$ cat src/rtl/prco_board_ctl.sv
// -----------------------------------------------------------------------------
// prco_board_ctl
//
// Board-control block for PRCO core FPGA tops. Sequences the core reset and
// enable, debounces the DIP switches into a soft-reset request (MSB) and a
// debug-page select (remaining bits), and multiplexes NUM_CH debug channels
// onto the board LEDs.
//
// Optional feature macro: PRCO_LED_STRETCH_EN
//   defined   : every LED bit is pulse-stretched to at least STRETCH_CYCLES+1
//               cycles so that fast strobes stay visible.
//   undefined : q_leds is the registered selected channel, no stretching.
//
// Ports:
//   i_clk        in   1              system clock, single domain
//   i_reset      in   1              synchronous active-high reset
//   i_sw         in   SW_W           raw DIP switches (asynchronous)
//   i_dbg        in   NUM_CH*LED_W   debug channels, ch k at [k*LED_W +: LED_W]
//   q_core_reset out  1              core reset, active-high
//   q_core_en    out  1              core enable
//   q_leds       out  LED_W          LED drive, 1 = lit
//   q_sel        out  SW_W-1         accepted page select
// -----------------------------------------------------------------------------
module prco_board_ctl #(
  parameter int NUM_CH         = 4,
  parameter int LED_W          = 8,
  parameter int SW_W           = 4,
  parameter int RST_HOLD       = 16,
  parameter int DEB_CYCLES     = 4,
  parameter int STRETCH_CYCLES = 8
) (
  input  logic                    i_clk,
  input  logic                    i_reset,
  input  logic [SW_W-1:0]         i_sw,
  input  logic [NUM_CH*LED_W-1:0] i_dbg,
  output logic                    q_core_reset,
  output logic                    q_core_en,
  output logic [LED_W-1:0]        q_leds,
  output logic [SW_W-2:0]         q_sel
);

  localparam int SEL_W = SW_W - 1;
  localparam int DCW   = (DEB_CYCLES > 1) ? $clog2(DEB_CYCLES) : 1;
  localparam int HCW   = (RST_HOLD > 1) ? $clog2(RST_HOLD) : 1;

  typedef enum logic {
    S_HOLD,
    S_RUN
  } state_e;

  // ---------------------------------------------------------------------------
  // Switch synchroniser and per-bit debounce
  // ---------------------------------------------------------------------------
  logic [SW_W-1:0] sync1_q, sync2_q;
  logic [SW_W-1:0] deb_q, deb_d;
  logic [DCW-1:0]  deb_cnt_q [SW_W];
  logic [DCW-1:0]  deb_cnt_d [SW_W];

  // The counter tracks how many consecutive cycles the synchronised bit has
  // disagreed with the accepted value; any agreement restarts it.
  // NOTE: every variable assigned in always_comb gets a default first so no
  // path leaves it unassigned, which would infer a latch.
  always_comb begin
    deb_d = deb_q;
    for (int b = 0; b < SW_W; b++) begin
      deb_cnt_d[b] = '0;
      if (sync2_q[b] != deb_q[b]) begin
        if (deb_cnt_q[b] == DCW'(DEB_CYCLES - 1)) begin
          deb_d[b] = sync2_q[b];
        end else begin
          deb_cnt_d[b] = deb_cnt_q[b] + DCW'(1);
        end
      end
    end
  end

  // NOTE: sequential state uses non-blocking assignments so every flop samples
  // the pre-edge values regardless of statement order.
  always_ff @(posedge i_clk) begin
    if (i_reset) begin
      sync1_q <= '0;
      sync2_q <= '0;
      deb_q   <= '0;
      for (int b = 0; b < SW_W; b++) deb_cnt_q[b] <= '0;
    end else begin
      sync1_q <= i_sw;
      sync2_q <= sync1_q;
      deb_q   <= deb_d;
      for (int b = 0; b < SW_W; b++) deb_cnt_q[b] <= deb_cnt_d[b];
    end
  end

  logic             soft_rst;
  logic [SEL_W-1:0] sel;

  assign soft_rst = deb_q[SW_W-1];
  assign sel      = deb_q[SEL_W-1:0];
  assign q_sel    = sel;

  // ---------------------------------------------------------------------------
  // Core reset sequencer
  // ---------------------------------------------------------------------------
  state_e         state_q;
  logic [HCW-1:0] hold_q;
  logic           core_reset_q, core_en_q;

  // The hold counter is reloaded for as long as soft reset is asserted, so the
  // RST_HOLD reset cycles are always counted from its release.
  always_ff @(posedge i_clk) begin
    if (i_reset) begin
      state_q      <= S_HOLD;
      hold_q       <= HCW'(RST_HOLD - 1);
      core_reset_q <= 1'b1;
      core_en_q    <= 1'b0;
    end else begin
      case (state_q)
        S_HOLD: begin
          if (soft_rst) begin
            hold_q <= HCW'(RST_HOLD - 1);
          end else if (hold_q != '0) begin
            hold_q <= hold_q - HCW'(1);
          end else begin
            state_q      <= S_RUN;
            core_reset_q <= 1'b0;
            core_en_q    <= 1'b1;
          end
        end
        S_RUN: begin
          if (soft_rst) begin
            state_q      <= S_HOLD;
            hold_q       <= HCW'(RST_HOLD - 1);
            core_reset_q <= 1'b1;
            core_en_q    <= 1'b0;
          end
        end
        default: begin
          state_q      <= S_HOLD;
          hold_q       <= HCW'(RST_HOLD - 1);
          core_reset_q <= 1'b1;
          core_en_q    <= 1'b0;
        end
      endcase
    end
  end

  assign q_core_reset = core_reset_q;
  assign q_core_en    = core_en_q;

  // ---------------------------------------------------------------------------
  // LED path
  // ---------------------------------------------------------------------------
  logic [LED_W-1:0] din;
  logic [LED_W-1:0] leds_q, leds_d;

  // Out-of-range selects match no channel and leave the LEDs dark.
  always_comb begin
    din = '0;
    for (int k = 0; k < NUM_CH; k++) begin
      if (sel == SEL_W'(k)) din = i_dbg[k*LED_W +: LED_W];
    end
  end

`ifdef PRCO_LED_STRETCH_EN
  localparam int SCW = $clog2(STRETCH_CYCLES + 1);

  logic [SCW-1:0]   str_cnt_q [LED_W];
  logic [SCW-1:0]   str_cnt_d [LED_W];
  logic [SEL_W-1:0] sel_prev_q;
  logic             sel_chg;

  // A select change on the previous edge discards the old page's pending
  // stretch before the new page's data is considered.
  assign sel_chg = (sel != sel_prev_q);

  always_comb begin
    leds_d = '0;
    for (int b = 0; b < LED_W; b++) begin
      if (din[b]) begin
        str_cnt_d[b] = SCW'(STRETCH_CYCLES);
      end else if (!sel_chg && str_cnt_q[b] != '0) begin
        str_cnt_d[b] = str_cnt_q[b] - SCW'(1);
      end else begin
        str_cnt_d[b] = '0;
      end
      leds_d[b] = din[b] | (!sel_chg && str_cnt_q[b] != '0);
    end
  end

  always_ff @(posedge i_clk) begin
    if (i_reset) begin
      sel_prev_q <= '0;
      for (int b = 0; b < LED_W; b++) str_cnt_q[b] <= '0;
    end else begin
      sel_prev_q <= sel;
      for (int b = 0; b < LED_W; b++) str_cnt_q[b] <= str_cnt_d[b];
    end
  end
`else
  assign leds_d = din;
`endif

  always_ff @(posedge i_clk) begin
    if (i_reset) leds_q <= '0;
    else         leds_q <= leds_d;
  end

  assign q_leds = leds_q;

endmodule

$ cat config.mk
export PLATFORM = sky130hd
export DESIGN_NAME = prco_board_ctl
export DESIGN_NICKNAME = d
export VERILOG_FILES = /design/src/rtl/prco_board_ctl.sv
export SDC_FILE = /design/constraint.sdc
export NUM_CORES = 1
export LEC_CHECK = 0
export BUFFER_PORTS_ARGS = -buffer_cell sky130_fd_sc_hd__buf_2
export CAP_MARGIN = 25
export CORE_MARGIN = 2
export CORE_UTILIZATION = 44
export DETAILED_ROUTE_END_ITERATION = 10
export PLACE_DENSITY = 0.83
export SYNTH_ARGS = -nofsm -noshare
export SYNTH_HDL_FRONTEND = slang
export SYNTH_SLANG_ARGS = --single-unit
$ cat constraint.sdc
create_clock -name i_clk -period 1.5 [get_ports i_clk]
set_clock_uncertainty 0.05 [all_clocks]
set_input_delay 0.075 -clock i_clk [delete_from_list [all_inputs] [get_ports i_clk]]
set_output_delay 0.075 -clock i_clk [all_outputs]
set_load 0.1 [all_outputs]
## After elaboration in Yosys (flattened, before gate mapping)

Memories as Yosys holds them, arrays and structs flattened.
Cells that the tools add are included.

| word-level totals | value |
|---|---|
| register bits | 27 |
| latch bits | 0 |
| memory bits (writable) | 8 |
| memory bits (read-only) | 0 |
| bits of input ports | 38 |
| output and inout port bits | 13 |
| logic and storage cells | 80 |
| memories kept | 1 |

| operators by class | value |
|---|---|
| add/sub/neg operators | 5 |
| multipliers | 0 |
| divide/modulo/power cells | 0 |
| $lt $le $gt $ge | 0 |
| eq/ne operators | 15 |
| shifts and indexed selects | 0 |
| muxes and demuxes | 35 |
| bitwise operators | 5 |
| reduce and logical (&&, ||, !) cells | 8 |

Memories:

| name | depth | width | read ports | clocked after Yosys merged registers in | wr ports | line | source |
|---|---|---|---|---|---|---|---|
| deb_cnt_q | 4 | 2 | 4 | 0 | 4 | 56 | `logic [DCW-1:0] deb_cnt_q [SW_W];` |

Operators with widths:

| operator | number |
|---|---|
| $mux W8 | 4 |
| $mux W2 | 12 |
| $mux W1 | 12 |
| $mux W4 | 3 |
| $reduce_and A2 Y1 | 5 |
| $add A2 B1 Y2 const B | 4 |
| $eq A2 B2 Y1 const B | 4 |
| $pmux W4 S2 | 1 |
| $eq A3 B2 Y1 const B | 2 |
| $ne A2 B2 Y1 const B | 3 |
| $pmux W1 S2 | 3 |
| $ne A1 B1 Y1 | 4 |
| $or A1 B1 Y1 | 4 |
| $reduce_bool A4 Y1 | 1 |
| $sub A4 B1 Y4 const B | 1 |
| $eq A3 B1 Y1 const B | 1 |
| $logic_not A3 Y1 | 1 |
| $ne A3 B3 Y1 const B | 1 |
| $reduce_and A3 Y1 | 1 |
| $not A1 Y1 | 1 |

## Longest topological paths before layout

| depth | value |
|---|---|
| depth in word-level cells | 5 |
| depth in mapped cells | 5 |
| mapped depth without buffers | 5 |

## Worst setup path after synthesis

No wires, ideal clock.

| timing path | value |
|---|---|
| kind | reg2reg |
| from | register hold_q[1] |
| to | register hold_q[1] |
| setup time | 0.137 ns |
| arrival | 1.326 ns |
| required time | 1.313 ns |
| path slack | -0.014 ns |
| stages on the path, launching flop included | 6 |
| buffers on the path | 0 |
| clock period less this slack | 1.514 ns |
| cells stage by stage | dfxtp_1 -> inv_1 -> ha_1 -> or3b_4 -> a2111oi_4 -> a41oi_1 |

| on the way | value |
|---|---|
| word-level cells in the longest chain between the ends | 4 |
| elaborated cells on any way between the ends | 7 |
| those cells by class | 1 x add/sub; 1 x eq/ne; 3 x mux; 2 x reduce/logical |

Ends and longest elaborated chain:

| element | line | source |
|---|---|---|
| start: declaration | 104 | `logic [HCW-1:0] hold_q;` |
| start signal: assignment | 112 | `hold_q <= HCW'(RST_HOLD - 1);` |
| start signal: assignment | 119 | `hold_q <= HCW'(RST_HOLD - 1);` |
| start signal: assignment | 121 | `hold_q <= hold_q - HCW'(1);` |
| $sub A4 B1 Y4 | 121 |  |
| $mux W4 | 120 | `end else if (hold_q != '0) begin` |
| $mux W4 | 118 | `if (soft_rst) begin` |
| $pmux W4 S2 | 116 | `case (state_q)` |

Parallel ways exist; a longest one is shown, timed or not. The select of a mux whose other input is x is not followed.
A chain may end at the register's enable or synchronous reset.

## Final worst setup path

| timing path | value |
|---|---|
| from | register hold_q[0] |
| to | register hold_q[1] |

Same word-level chain as after synthesis.

==> metrics.md <==
| Metric | Value |
|---|---|
| Status | complete, but fails checks |
| Violated checks | negative setup slack |
| Final number of max-transition violations | 0 |
| Post-route clock period utilization | 101% |
| Worst-case headroom to the max-slew limit | 67.1% |
| Wire length of the first global-routing pass | 4350 um |
| Clock insertion delay at the later pin of the skew report | 0.33 ns |
| Data required time at the worst endpoint | 1.66 ns |
| Synth area leaders | sky130_fd_sc_hd__dfxtp_1, sky130_fd_sc_hd__mux2i_1, sky130_fd_sc_hd__mux4_2 |
| Shortest period the worst path allows | 1.52 ns |
| Achievable Freq | 659 MHz |
| Setup repair after global routing missed its margin | true |
| Arrival time of data at the critical path endpoint | 1.67 ns |
| Post-Syn Instances | 136 |
| Crit path max fanout | 5 |
| GRT overflow | 0 |
| Ys flop type | sky130_fd_sc_hd__dfxtp_1 |
| Drt first-iter violations | 37 |
| Final net count | 235 |
| Sequential share of the synthesized area | 47.5% |
| Antenna diode count | 0 |
| Proportion of layout cells with a drive suffix above 1 | 38.3% |
| Maximum clock insertion buffer count | 2 |
| Flops & latches, synth | 35 |
| TritonCTS clock tree | built |
| Syn nets | 179 |
| Via/cell ratio | 4.69 |
| Final-report setup violation count | 1 |
| Finished Layout Cells | 239 |
| Clock root cell | sky130_fd_sc_hd__clkbuf_4 |
| Proportion of synthesized area in mux cells | 14.9% |
| Number of buffers created by CTS | 5 |
| Peak supply drop | 0.527 mV |
| Post-synthesis compound-gate area fraction | 8.56% |
| Yosys synthesis warning count | 0 |
| Total placed cells including tap cells | 226 |
| Cell with the most instances after synthesis | sky130_fd_sc_hd__dfxtp_1 |
| # H-tree levels | 2 |
| IO Port Bufs | 50 |
| Post-synthesis share of cell area spent on full adders, half adders and majority gates | 4.24% |
| Post-synth EDFFs | 0 |
| Netlist area before placement | 1480 um2 |
| Overall track demand over capacity in global routing | 16.4% |
| Dominant combinational cell family by area after synthesis | simple AND/OR/NAND/NOR gates |
| CTS sink cnt | 35 |
| Basic-gate share of the synthesized area counting and, or, nand and nor cells | 16.1% |
| Width of the die | 61.9 um |
| Post-DP HPWL | 2060 um |
| Fill cell instance count of the final layout | 294 |
| Most common library cells after synthesis | sky130_fd_sc_hd__dfxtp_1, sky130_fd_sc_hd__nor2_1, sky130_fd_sc_hd__mux2i_1, sky130_fd_sc_hd__nor2b_1, sky130_fd_sc_hd__inv_1 |
| Effective utilization at floorplan | 45.0% |
| Initial antenna violation count | 0 |
| Kind of path behind the tightest hold check | primary input to flip-flop |
| Crit. End Element | flip-flop |
| Library cell occupying the most area in the post-synthesis netlist | sky130_fd_sc_hd__dfxtp_1 |
| Pwr Total | 1.78 mW |
| Area of the core | 3280 um2 |
| FFs w/ async S/R, synth | 0% |
| P&R area growth vs syn | 28.1% |
| Max capacitance violation total | 0 |
| Slew @ Worst Pin | 0.497 ns |
| Parity-gate share of the synthesized area counting xor and xnor cells | 2.37% |
| Leak pwr | 0.818 nW |
| Worst Setup Slack, final | -0.0170 ns |
| I/O pin count | 51 |
| DR DRC count | 0 |
| Clock Pin Slew Worst Setup and Hold Paths | 0.10 ns |
| Maximum number of pins on one net before global-route repair | 21 |
| Startpoint type of the worst setup path | flip-flop |
| Share of the synthesized area in the top cell type | 47.5% |
| Number of rows created at floorplan | 21 |
| Mapped Avg Cell Area | 10.9 um2 |
| Worst Path Class, Setup | flip-flop to flip-flop |
| Number of global-route vias before repair | 1050 |
| DR vias | 1120 |
| Number of optimization iterations in the first detailed-route pass | 3 |
| Die height | 61.9 um |
| Final Hold Violating Endpoints | 0 |
| Count of different cell masters after synthesis | 32 |
| Remaining number of nets flagged by the antenna check after routing | 0 |
| Final GP Congestion | 0.739 |
| Wire length after detailed routing | 2770 um |
| Post-DR wirelength/cell | 11.6 um |
| Total power per unit cell area | 942 nW/um2 |
| Area of the die | 3830 um2 |
[power by group]
part	total, mW	switching, mW	internal [mW]
registers	0.973	0.0120	0.961
clock network	0.568	0.293	0.276
logic	0.242	0.144	0.0973
[critical path, stage by stage (launching register included)]
cell,delay [ns]
sky130_fd_sc_hd__dfxtp_1,0.32
sky130_fd_sc_hd__inv_1,0.06
sky130_fd_sc_hd__ha_2,0.18
sky130_fd_sc_hd__or3b_4,0.42
sky130_fd_sc_hd__a2111oi_4,0.30
sky130_fd_sc_hd__a41oi_1,0.07
[through the flow]
step	util, %	TNS [ns]	setup slack (ns)	area (um2)	hold WS (ns)
6_report	57.6	-0.0170	-0.0170	1890	0.0707
5_1_grt	57.6	-0.0792	-0.0632	1890	0.0676
4_1_cts	57.3	-0.0110	-0.0110	1880	0.0627
3_5_place_dp	53.7	-0.00812	-0.00812	1760	0.245
3_3_place_gp	53.7	0	0.0353	1760	0.233
2_1_floorplan	-	0	0.0298	1480	0.153
[placed cells by master (no fill, tap or decap), types with 4 or more instances in the layout]
| cell | count |
|---|---|
| sky130_fd_sc_hd__inv_1 | 7 |
| sky130_fd_sc_hd__dlygate4sd3_1 | 4 |
| sky130_fd_sc_hd__xnor2_1 | 4 |
| sky130_fd_sc_hd__clkbuf_4 | 6 |
| sky130_fd_sc_hd__nor2_1 | 18 |
| sky130_fd_sc_hd__or3_1 | 4 |
| sky130_fd_sc_hd__o22a_1 | 4 |
| sky130_fd_sc_hd__ha_1 | 4 |
| sky130_fd_sc_hd__dfxtp_1 | 34 |
| sky130_fd_sc_hd__mux2i_1 | 13 |
| sky130_fd_sc_hd__mux4_2 | 4 |
| sky130_fd_sc_hd__buf_4 | 6 |
| sky130_fd_sc_hd__buf_2 | 47 |
| sky130_fd_sc_hd__nor3b_1 | 4 |
| sky130_fd_sc_hd__nor2b_1 | 8 |
[area by class of cell]
class	count	area (um2)	area share, %
sequential	35	702	37.1
multi-input combinational	84	689	36.4
timing repair buffer	59	348	18.4
clock buffer	8	68.8	3.64
tap	46	57.6	3.04
inverter	7	26.3	1.39
[logic make-up after synthesis]
family          after synthesis
buf+inv                      17
mux                          17
xor+xnor                      4
fa+ha+maj                     5
simple gates                 44
compound gates               14
flops                        35
[layer usage]
| layer | GRT usage [%] | vias to the layer above | part of all wire [%] |
|---|---|---|---|
| li1 | - | 573 | - |
| met1 | 17.2 | 513 | 41 |
| met2 | 28.1 | 30 | 52 |
| met3 | 8.49 | 4 | 5.1 |
| met4 | 6.08 | 0 | 1.3 |
| met5 | 0 | - | 0 |
[worst paths after layout]
path,start,to,slack (ns),depth (start not counted)
max,hold_q[0],hold_q[1],-0.02,5
min reg2reg,deb_cnt_q[3][0],deb_cnt_q[3][0],0.37,1
max reg2reg,hold_q[0],hold_q[1],-0.02,5
min,i_reset,q_leds[6],0.07,2
[what timing repair did]
action	in CTS	in global routing
buffers inserted	1	0
endpoints found under the setup margin	2	10
gates cloned	0	0
hold endpoints to repair	4	0
hold buffers	4	0
pin swaps	0	0
gates resized for setup	1	3
[flip-flops by register name, summed over array words and instances (netlist names)]
name          cells
deb_q             4
q_core_en         1
hold_q            4
q_core_reset      1
deb_cnt_q         8
sync1_q           4
sync2_q           4
q_leds            8
state_q           1
Note: power is estimated with default switching activity, not from simulation.
